`src/rtl/if_fetch_unit_pkg.sv`:
```
// Shared processor definitions for the instruction fetch path.
package if_fetch_unit_pkg;

  localparam logic [31:0] NOP_INSTR        = 32'h00000013;
  localparam logic [31:0] RESET_PC_DEFAULT = 32'd0;

  typedef enum logic [1:0] {
    ST_IDLE    = 2'd0,
    ST_WAIT    = 2'd1,
    ST_DISCARD = 2'd2
  } fetch_state_e;

  typedef struct packed {
    logic [31:0] pc;
    logic [31:0] instr;
  } fetch_entry_t;

endpackage

```
`src/rtl/if_fetch_unit_fifo.sv`:
```
// Prefetch queue: DEPTH-entry synchronous FIFO with flush, count and head.
// Head is read straight from storage, so it is registered state with no
// path from the push data.
module fetch_fifo #(
  parameter int DEPTH = 4,
  parameter int WIDTH = 64
) (
  input  logic                     clk,
  input  logic                     reset,
  input  logic                     flush,
  input  logic                     push,
  input  logic                     pop,
  input  logic [WIDTH-1:0]         push_data,
  output logic [$clog2(DEPTH):0]   count,
  output logic [WIDTH-1:0]         head
);

  localparam int AW = $clog2(DEPTH);
  localparam logic [AW:0] FULL_COUNT = (AW+1)'(DEPTH);

  logic [WIDTH-1:0] mem [DEPTH];
  logic [AW-1:0]    rd_ptr;
  logic [AW-1:0]    wr_ptr;
  logic             do_push;
  logic             do_pop;

  // A pop on an empty queue is ignored; a push into a full queue only
  // lands if the same cycle frees a slot.
  assign do_pop  = pop && (count != '0);
  assign do_push = push && ((count != FULL_COUNT) || do_pop);
  assign head    = mem[rd_ptr];

  // Pointer and occupancy bookkeeping; flush empties in one cycle.
  always_ff @(posedge clk) begin
    if (reset || flush) begin
      rd_ptr <= '0;
      wr_ptr <= '0;
      count  <= '0;
    end else begin
      if (do_push) wr_ptr <= wr_ptr + 1'b1;
      if (do_pop)  rd_ptr <= rd_ptr + 1'b1;
      case ({do_push, do_pop})
        2'b10:   count <= count + 1'b1;
        2'b01:   count <= count - 1'b1;
        default: ;
      endcase
    end
  end

  // Entry storage, written only on an accepted push.
  always_ff @(posedge clk) begin
    if (do_push && !(reset || flush)) mem[wr_ptr] <= push_data;
  end

endmodule

```
`src/rtl/if_fetch_unit.sv`:
```
// Instruction fetch unit: issues one word fetch at a time, queues responses
// with their PC, and presents the queue head to decode.
//
// state      | meaning
// -----------+-----------------------------------------------
// ST_IDLE    | no request outstanding
// ST_WAIT    | one live request outstanding; response is pushed
// ST_DISCARD | one stale request outstanding; response is dropped
module if_fetch_unit
  import if_fetch_unit_pkg::*;
#(
  parameter logic [31:0] RESET_PC = RESET_PC_DEFAULT,
  parameter int          DEPTH    = 4,
  parameter logic [31:0] NOP      = NOP_INSTR
) (
  input  logic        clk,
  input  logic        reset,
  output logic        imem_req,
  output logic [31:0] imem_addr,
  input  logic        imem_valid,
  input  logic [31:0] imem_rdata,
  input  logic        redirect_valid,
  input  logic [31:0] redirect_pc,
  input  logic        id_ready,
  output logic        if_valid,
  output logic [31:0] if_instr,
  output logic [31:0] if_pc
);

  localparam int CW = $clog2(DEPTH);
  localparam logic [CW+1:0] OCC_LIMIT = (CW+2)'(DEPTH);

  fetch_state_e state;
  logic [31:0]  fpc;
  logic [31:0]  req_pc;
  logic [CW:0]  fifo_count;
  logic [CW+1:0] occ_next;
  fetch_entry_t head;
  fetch_entry_t push_entry;
  logic         push;
  logic         pop;
  logic         issue;

  // Outputs come from the queue's registered head; reset forces the idle view.
  assign if_valid = !reset && (fifo_count != '0);
  assign if_instr = if_valid ? head.instr : NOP;
  assign if_pc    = if_valid ? head.pc    : 32'd0;
  assign pop      = if_valid && id_ready;

  // Only a response to a live request that is not being flushed is kept.
  assign push       = !reset && !redirect_valid && (state == ST_WAIT) && imem_valid;
  assign push_entry = '{pc: req_pc, instr: imem_rdata};

  // Issuing requires room for this cycle's push plus the new response, so
  // the queue can never overflow.
  assign occ_next = {1'b0, fifo_count} + {{(CW+1){1'b0}}, push} - {{(CW+1){1'b0}}, pop};
  assign issue    = !reset && !redirect_valid && (occ_next < OCC_LIMIT) &&
                    ((state == ST_IDLE) || ((state == ST_WAIT) && imem_valid));

  // imem_req must follow imem_valid in the same cycle to keep one fetch per cycle.
  assign imem_req  = issue;
  assign imem_addr = reset ? RESET_PC : fpc;

  // Fetch FSM, fetch PC and PC of the outstanding request.
  always_ff @(posedge clk) begin
    if (reset) begin
      state  <= ST_IDLE;
      fpc    <= RESET_PC;
      req_pc <= RESET_PC;
    end else if (redirect_valid) begin
      fpc   <= redirect_pc;
      state <= ((state != ST_IDLE) && !imem_valid) ? ST_DISCARD : ST_IDLE;
    end else begin
      if (issue) begin
        fpc    <= fpc + 32'd1;
        req_pc <= fpc;
      end
      case (state)
        ST_IDLE:    if (issue) state <= ST_WAIT;
        ST_WAIT:    if (imem_valid) state <= issue ? ST_WAIT : ST_IDLE;
        ST_DISCARD: if (imem_valid) state <= ST_IDLE;
        default:    state <= ST_IDLE;
      endcase
    end
  end

  fetch_fifo #(
    .DEPTH(DEPTH),
    .WIDTH(64)
  ) u_fifo (
    .clk      (clk),
    .reset    (reset),
    .flush    (redirect_valid),
    .push     (push),
    .pop      (pop),
    .push_data(push_entry),
    .count    (fifo_count),
    .head     (head)
  );

endmodule

```
`config.mk`:
```
export PLATFORM = sky130hd
export DESIGN_NAME = if_fetch_unit
export DESIGN_NICKNAME = d
export VERILOG_FILES = /design/src/rtl/if_fetch_unit_pkg.sv /design/src/rtl/if_fetch_unit_fifo.sv /design/src/rtl/if_fetch_unit.sv
export SDC_FILE = /design/constraint.sdc
export NUM_CORES = 1
export LEC_CHECK = 0
export ABC_CLOCK_PERIOD_IN_PS = 10550
export BUFFER_PORTS_ARGS = -buffer_cell sky130_fd_sc_hd__buf_2
export CORE_MARGIN = 5
export CORE_UTILIZATION = 25
export CTS_CLUSTER_DIAMETER = 200
export DETAILED_ROUTE_END_ITERATION = 6
export GPL_ROUTABILITY_DRIVEN = 0
export PLACE_DENSITY = 0.38
export SLEW_MARGIN = 20
export SYNTH_ARGS = -nofsm -noshare
export SYNTH_HDL_FRONTEND = slang
export SYNTH_SLANG_ARGS = --single-unit
```
`constraint.sdc`:
```
create_clock -name clk -period 10.55 [get_ports clk]
set_input_delay 0.5275 -clock clk [delete_from_list [all_inputs] [get_ports clk]]
set_output_delay 0.5275 -clock clk [all_outputs]
set_load 0.1 [all_outputs]
```
Word-level counts from Yosys, hierarchy flattened
Memories as Yosys holds them, arrays and structs flattened. A register that Yosys moved wholly into a read port is not among the register bits.
Index checks and enable logic that the tools add are counted.
{"block": "totals", "mem_bits_rw": 256, "word_cells": 67, "n_memories": 1, "out_inout_bits": 98, "inputBits": 69, "register_bits": 73}
{"name": "u_fifo.mem", "words": 4, "width": 64, "read_ports": 1, "rd_clocked_by_memory_dff": 1, "wr": 1, "line_no": "if_fetch_unit_fifo.sv:21", "rtl": "logic [WIDTH-1:0] mem [DEPTH];"}
{"block": "op_classes", "order_cmp": 1, "reduce_logical": 26, "n_bitwise": 1, "n_eq_ne": 8, "muxes": 17, "add_sub_neg": 7}
{"operator": "$mux W32", "count": 5}
{"operator": "$add A32 B1 Y32 const B", "count": 1}
{"operator": "$mux W2", "count": 7}
{"operator": "$logic_and A1 B1 Y1", "count": 12}
{"operator": "$ne A3 B3 Y1 const B", "count": 4}
{"operator": "$pmux W2 S3", "count": 1}
{"operator": "$pmux W3 S2", "count": 1}
{"operator": "$reduce_bool A2 Y1", "count": 3}
{"operator": "$add A2 B1 Y2 const B", "count": 2}
{"operator": "$add A3 B1 Y4", "count": 1}
{"operator": "$eq A2 B1 Y1 const B", "count": 2}
{"operator": "$eq A2 B2 Y1 const B", "count": 2}
{"operator": "$logic_not A1 Y1", "count": 4}
{"operator": "$lt A4 B3 Y1 const B", "count": 1}
{"operator": "$sub A4 B1 Y4", "count": 1}
{"operator": "$add A3 B1 Y3 const B", "count": 1}
{"operator": "$logic_or A1 B1 Y1", "count": 3}
{"operator": "$mux W1", "count": 3}
{"operator": "$reduce_and A3 Y1", "count": 1}
{"operator": "$reduce_bool A3 Y1", "count": 1}
{"operator": "$sub A3 B1 Y3 const B", "count": 1}
{"operator": "$logic_not A2 Y1", "count": 1}
{"operator": "$reduce_and A2 Y1", "count": 1}
{"operator": "$not A1 Y1", "count": 1}

Depth between registers and ports, before layout
Gate-level depths: netlist of run 1.
{"block": "logic_depth", "word_depth": 13, "mapped_depth": 12, "ltp_nobuf": 10}

Hierarchy
Synthesis of run 1 repeated with hierarchy kept, for this count alone.
{"block": "unflattened", "hier_cells": 907, "area_unflattened_um2": 13608.1}
{"module": "fetch_fifo", "area_per_inst_um2": 9735.6, "seq_area_each_um2": 7867.5, "n_inst": 1, "cells_per_inst": 394}
{"module": "if_fetch_unit", "area_per_inst_um2": 3872.5, "seq_area_each_um2": 1321.3, "n_inst": 1, "cells_per_inst": 513}

Least setup slack after synthesis of run 1
Ideal clock, no wire load.
{"block": "synth_path", "path_kind": "input to register", "startpoint": "input port reset", "endpoint": "memory u_fifo.mem[0][0], enable pin", "n_path_buf": 1, "cell_stages": 4, "setup_time_ps": 429, "required_ps": 10121, "path_slack_ps": 7057, "t_arrival_ps": 3064, "path_cell_list": "buf_2 -> nor3b_1 -> o311a_1 -> and2_1"}
{"block": "synth_via", "elab_chain_cells": 9, "elab_cells_between_ends": 14, "classes_between": "mux (2); reduce/logical (12)"}
{"item": "start, declared", "line_no": "if_fetch_unit.sv:17", "rtl": "input logic reset,"}
{"item": "$logic_not A1 Y1", "line_no": "if_fetch_unit.sv:45, if_fetch_unit.sv:51"}
{"item": "$logic_and A1 B1 Y1", "line_no": "if_fetch_unit.sv:45", "rtl": "assign if_valid = !reset && (fifo_count != '0);"}
{"item": "$logic_and A1 B1 Y1", "line_no": "if_fetch_unit.sv:48", "rtl": "assign pop = if_valid && id_ready;"}
{"item": "$logic_and A1 B1 Y1", "line_no": "if_fetch_unit_fifo.sv:29", "rtl": "assign do_pop = pop && (count != '0);"}
{"item": "$logic_or A1 B1 Y1", "line_no": "if_fetch_unit_fifo.sv:30", "rtl": "assign do_push = push && ((count != FULL_COUNT) || do_pop);"}
{"item": "$logic_and A1 B1 Y1", "line_no": "if_fetch_unit_fifo.sv:30"}
{"item": "$logic_and A1 B1 Y1 *", "line_no": "if_fetch_unit_fifo.sv:52", "rtl": "if (do_push && !(reset || flush)) mem[wr_ptr] <= push_data;"}
{"item": "$mux W1 *", "line_no": "if_fetch_unit_fifo.sv:52"}
{"item": "$mux W1 (not written as such) *", "line_no": "if_fetch_unit_fifo.sv:52"}
{"item": "end, declared", "line_no": "if_fetch_unit_fifo.sv:21"}
Mark *: on every way between the ends. The rest lies on a longest branch, timed or not.

Worst setup path in the final report of run 1
{"block": "layout_path", "startpoint": "register u_fifo.count[1]", "endpoint": "output port imem_req"}
{"block": "layout_via", "elab_chain_cells": 7, "elab_cells_between_ends": 8, "classes_between": "add/sub (2); order compare (1); reduce/logical (5)"}
{"item": "start, declared", "line_no": "if_fetch_unit_fifo.sv:14", "rtl": "output logic [$clog2(DEPTH):0] count,"}
{"item": "start signal, assigned", "line_no": "if_fetch_unit_fifo.sv:43", "rtl": "2'b10: count <= count + 1'b1;"}
{"item": "start signal, assigned", "line_no": "if_fetch_unit_fifo.sv:44", "rtl": "2'b01: count <= count - 1'b1;"}
{"item": "branches (longest 3 deep; another with $add A3 B1 Y4)"}
{"item": "$sub A4 B1 Y4 *", "line_no": "if_fetch_unit.sv:56", "rtl": "assign occ_next = {1'b0, fifo_count} + {{(CW+1){1'b0}}, push} - {{(CW+1){1'b0}}, pop};"}
{"item": "$lt A4 B3 Y1 *", "line_no": "if_fetch_unit.sv:57", "rtl": "assign issue = !reset && !redirect_valid && (occ_next < OCC_LIMIT) &&"}
{"item": "$logic_and A1 B1 Y1 * (2 in a row)", "line_no": "if_fetch_unit.sv:57"}
{"item": "end, declared", "line_no": "if_fetch_unit.sv:18", "rtl": "output logic imem_req,"}
Every way passes the cells marked *.

==> results_tabular.tex, run 1 <==
\begin{tabular}{lr}
\hline
Metric & Value \\
\hline
\multicolumn{2}{l}{\textbf{Status}} \\
Status & finished clean \\
\multicolumn{2}{l}{\textbf{Final layout}} \\
Multi-input gate area & 4110 sq um \\
Leading cell type in the layout, fill and taps excluded & sky130\_fd\_sc\_hd\_\_edfxtp\_1 \\
NumNets Final & 1155 \\
Fraction of final layout cells sized beyond drive strength 1 & 28.9\% \\
Area used by sequential logic in the layout & around 9200 sq um \\
Commonest non-fill, non-tap cells in the layout & sky130\_fd\_sc\_hd\_\_edfxtp\_1 (256), sky130\_fd\_sc\_hd\_\_buf\_2 (165), sky130\_fd\_sc\_hd\_\_nand2\_1 (103), sky130\_fd\_sc\_hd\_\_dfxtp\_1 (73), sky130\_fd\_sc\_hd\_\_mux4\_2 (64) \\
Fill cell total of the finished layout & $\sim$5.4k \\
Relative area change from synthesis to final layout & 21.3\% \\
\multicolumn{2}{l}{\textbf{Drt}} \\
Drt initial violations & 480 \\
DRC violations left & 0 \\
Vias/cell & 4.56 \\
Via total after detailed routing & 8242 \\
Routed length per instance & 20.7 um \\
Drt first pass iters & 5 \\
Number of routed nets with antenna violations & 0 \\
Post-detailed-routing wire length & 37300 um \\
\multicolumn{2}{l}{\textbf{Yosys}} \\
Syn avg cell area & around 15 sq um \\
Register bit count reported by yosys & 331 \\
Net count after synthesis & 992 \\
Number of distinct library cells after synthesis & 59 \\
Sequential cell area fraction in the yosys report & roughly two thirds \\
Cell area after synthesis & approximately 14000 sq um \\
Post-synthesis instance total & 914 \\
Synth warnings & 0 \\
Post-synth EDFFs & 256 \\
Fraction of synthesis flops using an asynchronous set or reset pin & 0\% \\
Prevailing post-synth register cell & sky130\_fd\_sc\_hd\_\_edfxtp\_1 \\
\multicolumn{2}{l}{\textbf{Timing}} \\
Worst-margin pin slew & 0.899 ns \\
Worst Slack Setup Final & 5.42 ns \\
Number of slew-limit violations in the final report & 0 \\
Final period demand of the worst path & approximately 5.1 ns \\
Period utilisation layout & 48.7\% \\
Number of setup violations in the final report & 0 \\
Final TNS setup & 0 ns \\
Relative slew margins & 39.6\% \\
Achievable Freq & roughly 190 MHz \\
Clock tree skew after final layout & 0.0255 ns \\
Hold Slack & 0.194 ns \\
Number of endpoints with negative hold slack in the final report & 0 \\
Setup repair after global routing missed its margin & no \\
\multicolumn{2}{l}{\textbf{Die}} \\
Die Area & between 50000 and 60000 sq um \\
Vertical die dimension & approximately 240 um \\
Standard-cell rows & 85 \\
Horizontal die dimension & between 200 and 250 um \\
Starting Density & 25.2\% \\
Core Footprint & roughly 54000 sq um \\
Number of I/O pins & 167 \\
\multicolumn{2}{l}{\textbf{Flow run}} \\
Max-cap viol count & 0 \\
\multicolumn{2}{l}{\textbf{CTS}} \\
Total CTS buffers & 39 \\
TritonCTS clock tree & built \\
Deepest clock path buffer count & 3 \\
Cts-stage hold buffer count & 0 \\
Post-CTS repair timing setup buffer count & 0 \\
Level count of the clock H-tree & 2 \\
Clock root cell & sky130\_fd\_sc\_hd\_\_clkbuf\_16 \\
Sinks on Clock Net & around 330 \\
Reg clk slew, reported paths & 0.06 ns \\
Clock latency on the worst-skew pair & $\sim$0.56 ns \\
CTS resizes & 0 \\
\multicolumn{2}{l}{\textbf{Place}} \\
Placed wire-length estimate & 22900 um \\
PortBufs & 166 \\
Worst Setup Slack post-DPL & 5.84 ns \\
\multicolumn{2}{l}{\textbf{GRT}} \\
Gr usage total & between 10\% and 20\% \\
Vias in the first global route & 8575 \\
Largest net degree at the start of global routing & 71 \\
Global-route wire length before repair & $\sim$57000 um \\
Number of antenna violations at the first check in global routing & 1 \\
Leftover overflow at the end of global routing & 0 \\
\multicolumn{2}{l}{\textbf{Setup path}} \\
Setup slack on the worst flop-to-flop path & 6.36 ns \\
Capture instance of the worst register-to-register path & fpc[21]\$\_SDFFE\_PP0P\_ \\
Worst R2R Start & u\_fifo.count[1]\$\_SDFFE\_PP0P\_ \\
CP endpoint kind & primary output \\
Critical path required time & 10.02 ns \\
Worst path arrival time & 4.61 ns \\
Largest stage delay on the critical path & between 0.7 and 0.8 ns \\
WP buf/inv & 5 \\
Critical-path cell list & nor3\_1 -> nor3b\_1 -> ha\_1 -> inv\_1 -> ha\_1 -> a41oi\_1 -> mux2i\_4 -> buf\_4 -> inv\_2 -> buf\_4 -> buf\_2 \\
Worst-path cell with the longest stage delay & sky130\_fd\_sc\_hd\_\_nor3\_1 \\
Largest delay share family, worst path & buffers and inverters \\
Sort of element at the start of the critical path & register \\
Max FO, Critical Path & 70 \\
Type of the worst setup path & reg -> out \\
R2r worst-path depth & 12 \\
\multicolumn{2}{l}{\textbf{Worst hold path}} \\
Worst hold path stage count & 1 \\
Hold endpoint & u\_fifo.mem[0][11]\$\_DFFE\_PP\_ \\
Startpoint of the most critical hold path & imem\_rdata[11] \\
Path type of the worst min-delay path & in -> reg \\
\multicolumn{2}{l}{\textbf{Pwr}} \\
Power per unit of standard cell area & roughly 180 nW/um\^{}2 \\
IR drop worst, VDD & 0.0000927 V \\
Leakage power & 0.00570 uW \\
\hline
\end{tabular}
flip-flops by register name, summed over array words and instances, names as in the netlist, named ones only:
register and flops:
u_fifo.rd_ptr 2, u_fifo.mem 256, u_fifo.count 3, fpc 32
state 2, u_fifo.wr_ptr 2, req_pc 32
layer usage:
metal / GRT usage, % / share of wire [%] / vias to the layer above
met3: 2.85 / 5.2 / 48
met1: 17.0 / 46 / 4160
met5: 0 / 0 / -
met2: 20.0 / 47 / 206
met4: 3.91 / 2.2 / 0
li1: - / - / 3828
cell families (layout without fill, tap and decap cells):
| logic type | count (synthesis) | count (layout) | synth area share [%] |
|---|---|---|---|
| compound gates | 119 | 119 | 5.87 |
| flops | 331 | 331 | 67.6 |
| simple gates | 298 | 298 | 11.5 |
| buf+inv | 77 | 271 | 2.29 |
| other cells | 0 | 2 | 0 |
| mux | 76 | 76 | 11.5 |
| xor+xnor | 4 | 4 | 0.258 |
| fa+ha+maj | 9 | 9 | 0.884 |
final cells by class:
class / instances / area share, %
clock inverters: 19 / 1.21
multi-input cells: 506 / 25.0
repair buffers: 178 / 5.61
clock buffers: 53 / 6.62
flip-flops and latches: 331 / 55.8
diodes: 2 / 0.0304
inverters: 21 / 0.479
well taps: 696 / 5.29
Yosys cell counts (3+ instances only):
cell type	number	area (sq um)
sky130_fd_sc_hd__nand2_1	103	387
sky130_fd_sc_hd__or4_1	5	37.5
sky130_fd_sc_hd__nor4_1	4	25.0
sky130_fd_sc_hd__nor2_1	26	97.6
sky130_fd_sc_hd__a31o_2	4	35.0
sky130_fd_sc_hd__a22oi_1	6	45.0
sky130_fd_sc_hd__xnor2_1	3	26.3
sky130_fd_sc_hd__a31oi_1	13	81.3
sky130_fd_sc_hd__o22ai_1	6	37.5
sky130_fd_sc_hd__a221oi_1	5	43.8
sky130_fd_sc_hd__ha_1	8	100
sky130_fd_sc_hd__mux2i_1	10	100
sky130_fd_sc_hd__or2_2	3	18.8
sky130_fd_sc_hd__edfxtp_1	256	7690
sky130_fd_sc_hd__nor2b_1	25	156
sky130_fd_sc_hd__nor3b_1	3	22.5
sky130_fd_sc_hd__or3_1	8	50.1
sky130_fd_sc_hd__and4_1	3	26.3
sky130_fd_sc_hd__nand2b_1	8	50.1
sky130_fd_sc_hd__a21boi_0	7	52.6
sky130_fd_sc_hd__clkbuf_1	37	139
sky130_fd_sc_hd__and2_1	66	413
sky130_fd_sc_hd__a21oi_1	43	215
sky130_fd_sc_hd__buf_2	17	85.1
sky130_fd_sc_hd__inv_1	20	75.1
sky130_fd_sc_hd__mux4_2	64	1440
sky130_fd_sc_hd__and3_1	3	18.8
sky130_fd_sc_hd__nand4_1	12	75.1
sky130_fd_sc_hd__a311oi_1	4	35.0
sky130_fd_sc_hd__o21ai_0	7	35.0
sky130_fd_sc_hd__nand3_1	13	65.1
sky130_fd_sc_hd__o31a_1	3	26.3
sky130_fd_sc_hd__o31ai_1	3	22.5
sky130_fd_sc_hd__dfxtp_1	75	1500
sky130_fd_sc_hd__nor3_1	9	45.0
sky130_fd_sc_hd__o311ai_0	5	43.8
stage by stage:
stage          total power [uW]  utilization [%]  std cells  cell area (sq um)
2_1_floorplan              1540                -        914              13600
3_3_place_gp               1590             28.2       1732              15200
3_5_place_dp               1590             28.2       1732              15200
4_1_cts                    2980             30.6       1804              16500
5_1_grt                    3040             30.6       1804              16500
6_report                   2920             30.6       1806              16500
where the power goes:
group | internal [uW] | total (uW) | switching (uW)
Clock | 822 | 1360 | 536
Sequential | 1410 | 1430 | 21.4
Combinational | 34.8 | 130 | 95.2
Total | 2270 | 2920 | 653
worst max path at each step:
stage	from	to	slack, ns	cells after the start
after global routing	u_fifo.count[1]$_SDFFE_PP0P_	imem_req	5.15	11
after CTS	u_fifo.count[1]$_SDFFE_PP0P_	imem_req	5.38	11
after detailed placement	reset	imem_req	5.84	11
after floorplan	reset	u_fifo.mem[0][0]$_DFFE_PP_	7.06	4
after global placement	reset	imem_req	5.81	11
final	u_fifo.count[1]$_SDFFE_PP0P_	imem_req	5.42	11
Note: power is estimated with default switching activity, not from simulation.
==> inputs of run 2 (changes only) <==
--- a/config.mk
+++ b/config.mk
@@ -5,7 +5,8 @@
 export SDC_FILE = /design/constraint.sdc
 export NUM_CORES = 1
 export LEC_CHECK = 0
-export ABC_CLOCK_PERIOD_IN_PS = 10550
+export ABC_AREA = 1
+export ABC_CLOCK_PERIOD_IN_PS = 5050
 export BUFFER_PORTS_ARGS = -buffer_cell sky130_fd_sc_hd__buf_2
 export CORE_MARGIN = 5
 export CORE_UTILIZATION = 25
==> constraint.sdc (replaced) <==
create_clock -name clk -period 5.05 [get_ports clk]
set_input_delay 0.2525 -clock clk [delete_from_list [all_inputs] [get_ports clk]]
set_output_delay 0.2525 -clock clk [all_outputs]
set_load 0.1 [all_outputs]
==> results_tabular.tex, run 2 <==
\begin{tabular}{lr}
\hline
Metric & Value \\
\hline
\multicolumn{2}{l}{\textbf{Yosys}} \\
Fraction of synthesis flops using an asynchronous set or reset pin & 0\% (unchanged) \\
Most instantiated library cell after synthesis & sky130\_fd\_sc\_hd\_\_nor2\_1 \\
Post-synthesis instance total & 1477 (+62\%) \\
Prevailing post-synth register cell & sky130\_fd\_sc\_hd\_\_edfxtp\_1 \\
Syn avg cell area & 9.61 sq um (-35\%) \\
Post-synth EDFFs & 256 (unchanged) \\
Sequential cell area fraction in the yosys report & 64.8\% (-2.9 points) \\
Ranking of synthesized cells by instance count & sky130\_fd\_sc\_hd\_\_nor2\_1 (411), sky130\_fd\_sc\_hd\_\_edfxtp\_1 (256), sky130\_fd\_sc\_hd\_\_nand2\_1 (212), sky130\_fd\_sc\_hd\_\_o21ai\_0 (170), sky130\_fd\_sc\_hd\_\_a21oi\_1 (103) \\
Register bit count reported by yosys & 331 (unchanged) \\
Area share of the largest cell type after synthesis & 54.2\% (-2.4 points) \\
Area leader, netlist & sky130\_fd\_sc\_hd\_\_edfxtp\_1 \\
Net count after synthesis & 1555 (+57\%) \\
Number of distinct library cells after synthesis & 29 (-51\%) \\
Synth warnings & 0 (unchanged) \\
Cell types with the largest area share after synthesis & sky130\_fd\_sc\_hd\_\_edfxtp\_1 (54\%), sky130\_fd\_sc\_hd\_\_nor2\_1 (11\%), sky130\_fd\_sc\_hd\_\_dfxtp\_1 (11\%) \\
Cell area after synthesis & 14200 sq um (+4.4\%) \\
\multicolumn{2}{l}{\textbf{Worst hold path}} \\
Path type of the worst min-delay path & in -> reg \\
\multicolumn{2}{l}{\textbf{Pwr}} \\
Leakage power & 0.00644 uW (+13\%) \\
Power per unit of standard cell area & 352 nW/um\^{}2 (+99\%) \\
Power, Total & 6130 uW (+110\%) \\
IR drop worst, VDD & 0.000186 V (+100\%) \\
\multicolumn{2}{l}{\textbf{Setup path}} \\
Type of the worst setup path & reg -> out \\
WP buf/inv & 2 (-3) \\
Max FO, Critical Path & 67 (-4.3\%) \\
CP endpoint kind & primary output \\
Largest stage delay on the critical path & 0.86 ns (+0.11 ns) \\
Largest delay share family, worst path & buffers and inverters \\
Critical path required time & 4.80 ns (-5.22 ns) \\
Worst-path cell with the longest stage delay & sky130\_fd\_sc\_hd\_\_dfxtp\_4 \\
Sort of element at the start of the critical path & register \\
Worst path most repeated cell & sky130\_fd\_sc\_hd\_\_nor2\_1 \\
Critical-path cell list & buf\_4 -> nor2\_1 -> nor2\_1 -> o21ai\_0 -> a21oi\_1 -> buf\_2 \\
Worst path arrival time & 3.29 ns (-1.32 ns) \\
\multicolumn{2}{l}{\textbf{Drt}} \\
DRC violations left & 0 (unchanged) \\
Vias/cell & 4.34 (-4.9\%) \\
Drt initial violations & 522 (+8.8\%) \\
Drt first pass iters & 5 (unchanged) \\
Post-detailed-routing wire length & 41900 um (+12\%) \\
Via total after detailed routing & 10.6k (+29\%) \\
Number of routed nets with antenna violations & 0 (unchanged) \\
Routed length per instance & 17.1 um (-17\%) \\
\multicolumn{2}{l}{\textbf{GRT}} \\
Gr usage total & 13.3\% (+0.80 points) \\
Largest net degree at the start of global routing & 68 (-4.2\%) \\
Global-route wire length before repair & 63500 um (+12\%) \\
Leftover overflow at the end of global routing & 0 (unchanged) \\
Number of antenna violations at the first check in global routing & 0 (-1) \\
Vias in the first global route & 10.5k (+23\%) \\
\multicolumn{2}{l}{\textbf{Timing}} \\
Relative slew margins & 26.3\% (-13 points) \\
Number of setup violations in the final report & 0 (unchanged) \\
Achievable Freq & between 200 and 300 MHz \\
Final TNS setup & 0 ns (unchanged) \\
Setup repair after global routing missed its margin & no \\
Worst-margin pin slew & 1.10 ns (+0.199 ns) \\
Period utilisation layout & 70.2\% \\
Final period demand of the worst path & 3.55 ns \\
Number of endpoints with negative hold slack in the final report & 0 (unchanged) \\
Hold Slack & 0.0297 ns (-0.165 ns) \\
Number of slew-limit violations in the final report & 0 (unchanged) \\
Clock tree skew after final layout & 0.0191 ns (-0.00639 ns) \\
\multicolumn{2}{l}{\textbf{Flow run}} \\
Max-cap viol count & 0 (unchanged) \\
\multicolumn{2}{l}{\textbf{Status}} \\
Status & finished clean \\
\multicolumn{2}{l}{\textbf{Die}} \\
Starting Density & 25.2\% (-0.033 points) \\
Die Area & 61600 sq um (+4.3\%) \\
Horizontal die dimension & 248 um (+2.1\%) \\
Vertical die dimension & 248 um (+2.1\%) \\
Standard-cell rows & 87 (+2.4\%) \\
Number of I/O pins & 167 (unchanged) \\
Core Footprint & 56300 sq um (+4.6\%) \\
\multicolumn{2}{l}{\textbf{Final layout}} \\
Final instance area & 17400 sq um (+5.6\%) \\
Biggest registers after layout & u\_fifo.mem: 256 flops, fpc: 32 flops, req\_pc: 32 flops \\
Register with the most flip-flops & u\_fifo.mem \\
Largest register FFs & 256 (unchanged) \\
Diode count & 0 (-2) \\
Commonest non-fill, non-tap cells in the layout & sky130\_fd\_sc\_hd\_\_nor2\_1 (407), sky130\_fd\_sc\_hd\_\_edfxtp\_1 (256), sky130\_fd\_sc\_hd\_\_nand2\_1 (212), sky130\_fd\_sc\_hd\_\_o21ai\_0 (170), sky130\_fd\_sc\_hd\_\_buf\_2 (165) \\
Fraction of final layout cells sized beyond drive strength 1 & 15.2\% (-14 points) \\
Relative area change from synthesis to final layout & 22.7\% \\
Leading cell type in the layout, fill and taps excluded & sky130\_fd\_sc\_hd\_\_nor2\_1 \\
NumNets Final & 1734 (+50\%) \\
Fill cell total of the finished layout & 5933 (+9.6\%) \\
\multicolumn{2}{l}{\textbf{Place}} \\
Area after DPL & 15800 sq um (+4.2\%) \\
PortBufs & 166 (unchanged) \\
Placed wire-length estimate & 25800 um (+13\%) \\
\multicolumn{2}{l}{\textbf{CTS}} \\
Clock latency on the worst-skew pair & 0.55 ns (about the same) \\
Post-CTS repair timing setup buffer count & 0 (unchanged) \\
TritonCTS clock tree & built \\
Clock root cell & sky130\_fd\_sc\_hd\_\_clkbuf\_16 \\
Deepest clock path buffer count & 3 (unchanged) \\
Reg clk slew, reported paths & 0.06 ns (about the same) \\
Level count of the clock H-tree & 2 (unchanged) \\
Total CTS buffers & 40 (+2.6\%) \\
Sinks on Clock Net & 331 (unchanged) \\
\hline
\end{tabular}
==> run 2: cell families (layout without fill, tap and decap cells) <==
kind of cell | after synthesis | in the layout | synth area share (%)
AND/OR/NAND/NOR | 696 | 696 | 19.3
flip-flops | 331 | 331 | 64.8
AO/OA/AOI/OAI | 283 | 283 | 10.1
buffers and inverters | 146 | 356 | 4.29
XOR/XNOR | 12 | 12 | 0.741
adder cells (fa/ha/maj) | 9 | 9 | 0.847
==> run 2: layer usage <==
| metal | global-route usage [%] | vias up | wire (um) |
|---|---|---|---|
| met1 | 18.6 | 4987 | 20200 |
| met2 | 21.3 | 226 | 19000 |
| met4 | 3.08 | 0 | 703 |
| met5 | 0 | - | 0 |
| met3 | 2.80 | 51 | 2000 |
| li1 | - | 5342 | - |
==> run 2: final timing paths <==
kind                                startpoint                            to  slack [ns]  depth (start not counted)
setup / recovery                      register                     if_pc[30]        1.50                          6
hold / removal                  redirect_pc[4]           fpc[4]$_SDFFE_PP0P_        0.03                          5
setup reg to reg  u_fifo.count[2]$_SDFFE_PP0P_          fpc[13]$_SDFFE_PP0P_        2.12                         16
hold reg to reg   u_fifo.count[0]$_SDFFE_PP0P_  u_fifo.count[0]$_SDFFE_PP0P_        0.45                          1
==> run 2: layout make-up <==
class	instances	area, sq um	area share (%)
Sequential cell	331	9190	52.8
Tap cell	756	946	5.44
Clock buffer	52	1080	6.19
Inverter	66	259	1.49
Multi-Input combinational cell	1000	4420	25.4
Timing Repair Buffer	217	1320	7.61
Clock inverter	21	183	1.05
==> run 2: worst min-delay path, delay by kind of cell <==
kind	cells	cell delay [ns]
buf+inv	1	0.08
compound gates	1	0.07
simple gates	3	0.15
==> run 2: report_power, final <==
| part | switching, uW | total [uW] | internal [uW] |
|---|---|---|---|
| clock network | 1110 | 2770 | 1660 |
| logic | 231 | 326 | 95.0 |
| registers | 59.8 | 3030 | 2970 |
| total | 1410 | 6130 | 4730 |
==> run 2: per-stage QoR <==
step           cells  utilization (%)  worst slack (ns)
6_report        2443             30.9              1.50
3_3_place_gp    2337             28.1              1.92
5_1_grt         2443             30.9              1.11
3_5_place_dp    2337             28.1              1.90
2_1_floorplan   1477                -             0.624
4_1_cts         2443             30.9              1.37
==> run 2: timing repair <==
item / 4_1_cts / 5_1_grt
endpoints found under the hold margin: 129 / 0
hold buffers: 33 / 0
gates resized for setup: 0 / 0
endpoints found under the setup margin: 0 / 0
